$ cat src/rtl/timer_pkg.sv
// Shared definitions for the countdown timer: state encoding, control ranks
// and the per-edge control decoder.
package timer_pkg;

   localparam logic [1:0] IDLE = 2'd0;
   localparam logic [1:0] RUN  = 2'd1;
   localparam logic [1:0] HOLD = 2'd2;

   typedef enum logic [1:0] {
      ST_IDLE = IDLE,
      ST_RUN  = RUN,
      ST_HOLD = HOLD
   } state_e;

   // Control ranks: a higher value wins when several controls arrive on one edge.
   localparam logic [2:0] PRIO_STEP  = 3'd0;
   localparam logic [2:0] PRIO_START = 3'd1;
   localparam logic [2:0] PRIO_PAUSE = 3'd2;
   localparam logic [2:0] PRIO_STOP  = 3'd3;
   localparam logic [2:0] PRIO_LOAD  = 3'd4;

   typedef enum logic [2:0] {
      CMD_NONE  = PRIO_STEP,
      CMD_START = PRIO_START,
      CMD_PAUSE = PRIO_PAUSE,
      CMD_STOP  = PRIO_STOP,
      CMD_LOAD  = PRIO_LOAD
   } cmd_e;

   function automatic cmd_e decode_cmd(input logic i_load, input logic i_stop,
                                       input logic i_pause, input logic i_start);
      cmd_e w_cmd;
      if (i_load)       w_cmd = CMD_LOAD;
      else if (i_stop)  w_cmd = CMD_STOP;
      else if (i_pause) w_cmd = CMD_PAUSE;
      else if (i_start) w_cmd = CMD_START;
      else              w_cmd = CMD_NONE;
      return w_cmd;
   endfunction

endpackage

$ cat src/rtl/timer_prescaler.sv
// Free-running tick counter 0..PRESCALE-1 with synchronous clear and enable;
// o_tick flags the last count so the caller can step on the wrap edge.
module timer_prescaler #(
   parameter int PRESCALE = 4
) (
   input  logic clk,
   input  logic rst_n,
   input  logic i_clear,
   input  logic i_enable,
   output logic o_tick
);

   localparam int CW = (PRESCALE > 1) ? $clog2(PRESCALE) : 1;
   localparam logic [CW-1:0] LAST = CW'(PRESCALE - 1);

   logic [CW-1:0] r_cnt;

   always_ff @(posedge clk or negedge rst_n) begin
      if (!rst_n) begin
         r_cnt <= '0;
      end else if (i_clear) begin
         r_cnt <= '0;
      end else if (i_enable) begin
         if (r_cnt == LAST) r_cnt <= '0;
         else               r_cnt <= r_cnt + 1'b1;
      end
   end

   assign o_tick = (r_cnt == LAST);

endmodule

$ cat src/rtl/countdown_timer.sv
// Presettable down-counting timer with pause/resume/abort and auto-reload.
// Define TIMER_PRESCALE_EN to make each decrement step last PRESCALE clocks.
module countdown_timer
   import timer_pkg::*;
#(
   parameter int NBITS    = 8,
   parameter int PRESCALE = 4
) (
   input  logic             clk,
   input  logic             rst_n,
   input  logic             load,
   input  logic [NBITS-1:0] data,
   input  logic             start,
   input  logic             pause,
   input  logic             stop,
   input  logic             reload_en,
   output logic [NBITS-1:0] count,
   output logic             busy,
   output logic             done
);

   if (PRESCALE < 1) begin : g_bad_prescale
      $error("countdown_timer: PRESCALE must be >= 1");
   end

   state_e           r_state;
   state_e           w_state_next;
   logic [NBITS-1:0] r_count;
   logic [NBITS-1:0] w_count_next;
   logic [NBITS-1:0] r_reload;
   logic [NBITS-1:0] w_reload_next;
   logic             r_done;
   logic             w_done_next;
   logic             r_busy;
   logic             w_tick_clear;
   logic             w_tick_en;
   logic             w_step;
   cmd_e             w_cmd;

`ifdef TIMER_PRESCALE_EN
   logic w_tick;

   timer_prescaler #(
      .PRESCALE(PRESCALE)
   ) u_prescaler (
      .clk      (clk),
      .rst_n    (rst_n),
      .i_clear  (w_tick_clear),
      .i_enable (w_tick_en),
      .o_tick   (w_tick)
   );

   assign w_step = w_tick;
`else
   assign w_step = 1'b1;
`endif

   assign w_cmd = decode_cmd(load, stop, pause, start);

   always_ff @(posedge clk or negedge rst_n) begin
      if (!rst_n) begin
         r_state  <= ST_IDLE;
         r_count  <= '0;
         r_reload <= '0;
         r_done   <= 1'b0;
         r_busy   <= 1'b0;
      end else begin
         r_state  <= w_state_next;
         r_count  <= w_count_next;
         r_reload <= w_reload_next;
         r_done   <= w_done_next;
         r_busy   <= (w_state_next != ST_IDLE);
      end
   end

   always_comb begin
      w_state_next  = r_state;
      w_count_next  = r_count;
      w_reload_next = r_reload;
      w_done_next   = 1'b0;
      w_tick_clear  = 1'b0;
      w_tick_en     = 1'b0;

      unique case (w_cmd)
         CMD_LOAD: begin
            w_count_next  = data;
            w_reload_next = data;
            w_state_next  = ST_IDLE;
            w_tick_clear  = 1'b1;
         end
         CMD_STOP: begin
            w_state_next = ST_IDLE;
            w_tick_clear = 1'b1;
         end
         CMD_PAUSE: begin
            if (r_state == ST_RUN) w_state_next = ST_HOLD;
         end
         default: begin
            // CMD_START or CMD_NONE; start while running just lets the count continue.
            unique case (r_state)
               ST_IDLE: begin
                  if (w_cmd == CMD_START) begin
                     if (r_count != '0) begin
                        w_state_next = ST_RUN;
                        w_tick_clear = 1'b1;
                     end else begin
                        w_done_next = 1'b1;
                     end
                  end
               end
               ST_HOLD: begin
                  if (w_cmd == CMD_START) w_state_next = ST_RUN;
               end
               ST_RUN: begin
                  w_tick_en = 1'b1;
                  if (r_count == '0) begin
                     w_state_next = ST_IDLE;
                  end else if (w_step) begin
                     if (r_count != NBITS'(1)) begin
                        w_count_next = r_count - 1'b1;
                     end else if (reload_en && (r_reload != '0)) begin
                        w_count_next = r_reload;
                        w_done_next  = 1'b1;
                     end else begin
                        w_count_next = '0;
                        w_done_next  = 1'b1;
                        w_state_next = ST_IDLE;
                     end
                  end
               end
               default: begin
                  w_state_next = ST_IDLE;
               end
            endcase
         end
      endcase
   end

   assign count = r_count;
   assign busy  = r_busy;
   assign done  = r_done;

endmodule

$ cat config.mk
export PLATFORM = sky130hd
export DESIGN_NAME = countdown_timer
export DESIGN_NICKNAME = d
export VERILOG_FILES = /design/src/rtl/timer_pkg.sv /design/src/rtl/timer_prescaler.sv /design/src/rtl/countdown_timer.sv
export SDC_FILE = /design/constraint.sdc
export NUM_CORES = 1
export LEC_CHECK = 0
export ABC_AREA = 1
export CORE_MARGIN = 4
export CORE_UTILIZATION = 60
export DETAILED_ROUTE_END_ITERATION = 16
export DONT_BUFFER_PORTS = 1
export HOLD_SLACK_MARGIN = 0.12
export PLACE_DENSITY = 0.87
export SLEW_MARGIN = 20
export SYNTH_ARGS = -nofsm -noshare
export SYNTH_HDL_FRONTEND = slang
export SYNTH_SLANG_ARGS = --single-unit
$ cat constraint.sdc
create_clock -name clk -period 2.9 [get_ports clk]
set_clock_uncertainty 0.05 [all_clocks]
set_input_delay 0.435 -clock clk [delete_from_list [all_inputs] [get_ports clk]]
set_output_delay 0.435 -clock clk [all_outputs]
set_load 0.05 [all_outputs]
==> results.txt <==
status: finished clean
dpl ws: 0.8795 ns
Cell Pwr Density: 497.3 nW/um^2
Skew-Pair Late Insertion Delay: 0.29 ns
clock buffer depth: 2
Initial Util: 64.08%
Routed WL: 2.790 mm
Leak: 0.6987 nW
# setup viols final: 0
RSZ-0062 raised after global routing: false
Synth Net Count: 181
Cells after Synth: 163
Total GRT Usage: 22.26%
Remaining DRCs: 0
gpl congestion: 0.9712
Hold Vio Cnt, Final: 0
H-tree lvl count: 1
Antenna Nets Post-Route: 0
layout cell share with drive strength beyond 1: 16.17%
FF+latch count, synth: 20
smallest setup slack after layout: 0.8239 ns
num ports: 25
TritonCTS buffer count: 3
setup TNS: 0 ns
relative slew slack: 40.99%
Yosys warnings: 0
number of global-route vias before repair: 1026
Chip Height: 54.01 microns
pin slew with the least headroom to its limit: 0.8822 ns
Resized Gates After CTS: 0
area leader, netlist: dfrtp_1
Final nets: 186
final instance area: 1350 sq um
Max Slew Vio Count: 0
largest cells by area after synthesis: dfrtp_1 39%, nand2_1 12%, inv_1 6.2%, o21ai_0 5.5%, nand3_1 4.3%
CP endpoint kind: flop
Root Driver: clkbuf_4
post-DR wirelength/cell: 14.38 microns
P&R area growth vs syn: 6.305%
Required @ worst endpoint: 3.09 ns
CP Max Fanout: 6
Setup CP Type: flop to flop
max cap viols: 0
CORE AREA: 1982 sq um
clock sink count: 20
critical path launch point type: flop
total gr overflow: 0
DR iter-0 viols: 28
initial antenna violation count: 0
largest net degree at the start of global routing: 23
placed cell area: 1304 sq um
clock tree from TritonCTS: done
FMAX: 0.4817 GHz
maximum vdd drop: 0.3185 mV
Vias/cell: 5.500
I/O Buffers: 0
global-route wire length before repair: 4.588 mm
Cell variety after synth: 27
crit share post-route: 71.59%
vias post-DR: 1067
mapped cell area: 1270 sq um
fin crit period: 2.076 ns
DIE WIDTH: 54.01 microns
# diodes: 0
DR pass1 iterations: 4
Worst Hold Class: primary input to flop
CP arrival: 2.26 ns
Clock transition at path regs: 0.10 ns
sequential-to-total area share from yosys stat: 39.41%
Avg Cell Area, Syn: 7.791 sq um
Yosys top cell area share: 39.41%
FP Rows: 16
DP HPWL: 2.239 mm
Die ar.: 2917 sq um
[placed cells by master (no fill, tap or decap), drive strengths merged]
master / Yosys / routed
nand4: 5 / 5
xor2: 3 / 3
dlygate4sd3: 0 / 1
o211ai: 4 / 4
o21ai: 17 / 17
dfrtp: 20 / 20
or2: 1 / 1
nor2: 15 / 15
ha: 3 / 3
inv: 24 / 24
clkbuf: 2 / 4
nand3: 13 / 13
xnor2: 1 / 1
buf: 0 / 1
a21oi: 4 / 4
nor3: 3 / 3
nand2: 48 / 48
[final timing paths]
path | start | end | slack (ns) | cells past startpoint
min in group asynchronous | rst_n | count[3]$_DFFE_PN0P_ | 0.65 | 1
hold reg to reg | r_reload[1]$_DFFE_PN0P_ | r_reload[1]$_DFFE_PN0P_ | 0.51 | 2
hold / removal | load | r_reload[1]$_DFFE_PN0P_ | 0.19 | 1
setup / recovery | count[0]$_DFFE_PN0P_ | busy$_DFF_PN0_ | 0.82 | 9
setup reg to reg | count[0]$_DFFE_PN0P_ | busy$_DFF_PN0_ | 0.82 | 9
max in group asynchronous | rst_n | count[2]$_DFFE_PN0P_ | 1.62 | 1
[cell type report]
type / count / area [sq um]
Clock buffer: 4 / 36.28
Fill cell: 167 / 631.9
Inverter: 24 / 95.09
Multi-Input combinational cell: 117 / 666.9
Sequential cell: 20 / 500.5
Tap cell: 27 / 33.78
Timing Repair Buffer: 2 / 17.52
[synthesized netlist by cell type (all sizes together)]
cell type / count
nor2: 15
xnor2: 1
or2: 1
clkbuf: 2
ha: 3
inv: 24
xor2: 3
nand4: 5
nand2: 48
nor3: 3
dfrtp: 20
a21oi: 4
o211ai: 4
nand3: 13
o21ai: 17
[cells by family (layout without fill, tap and decap cells)]
family          count (synthesis)  in the layout  share of synthesized area (%)
compound gates                 25             25                          11.33
xor+xnor                        4              4                          2.759
simple gates                   85             85                          35.47
flops                          20             20                          39.41
buf+inv                        26             30                          8.079
fa+ha+maj                       3              3                          2.956
[layer usage]
metal	vias to the layer above	share of wire [%]	global-route usage [%]
met1	489	42	28.95
met2	38	47	34.48
met5	-	0	0
met4	0	2.0	10.79
li1	532	-	-
met3	8	8.1	5.540
[timing repair]
item / 4_1_cts / 5_1_grt
endpoints found under the hold margin: 20 / 0
hold buffers: 1 / 0
setup buffers: 0 / 0
[registers in the layout, summed over array words and instances (netlist names)]
signal    flops
busy          1
count         8
done          1
r_reload      8
r_state       2
[through the flow]
stage                     total power (W)  util [%]  hold slack [ns]  std cells
after floorplan                 0.0004838         -          0.08941        163
after global placement          0.0005071     65.78          0.08982        189
after detailed placement        0.0005134     65.78          0.08973        189
after CTS                       0.0006762     68.12           0.1811        194
after global routing            0.0007095     68.12           0.1717        194
final                           0.0006714     68.12           0.1901        194
[critical path, cell delays in order, from the launching register on]
cell     delay (ns)
dfrtp_1        0.70
inv_1          0.21
ha_1           0.28
nand2_4        0.08
nor2_4         0.05
nor3_2         0.32
nand2_2        0.13
nand3_2        0.09
nand2_2        0.05
nand2_1        0.05
[report_power, final]
part	switching [W]	total (W)	leakage, nW	internal, W
Sequential	0.0000699	0.000371	0.249	0.000302
Combinational	0.0000937	0.000143	0.429	0.0000496
Clock	0.0000801	0.000157	0.0210	0.0000765
No activity file was read; power rests on OpenSTA's default activity.
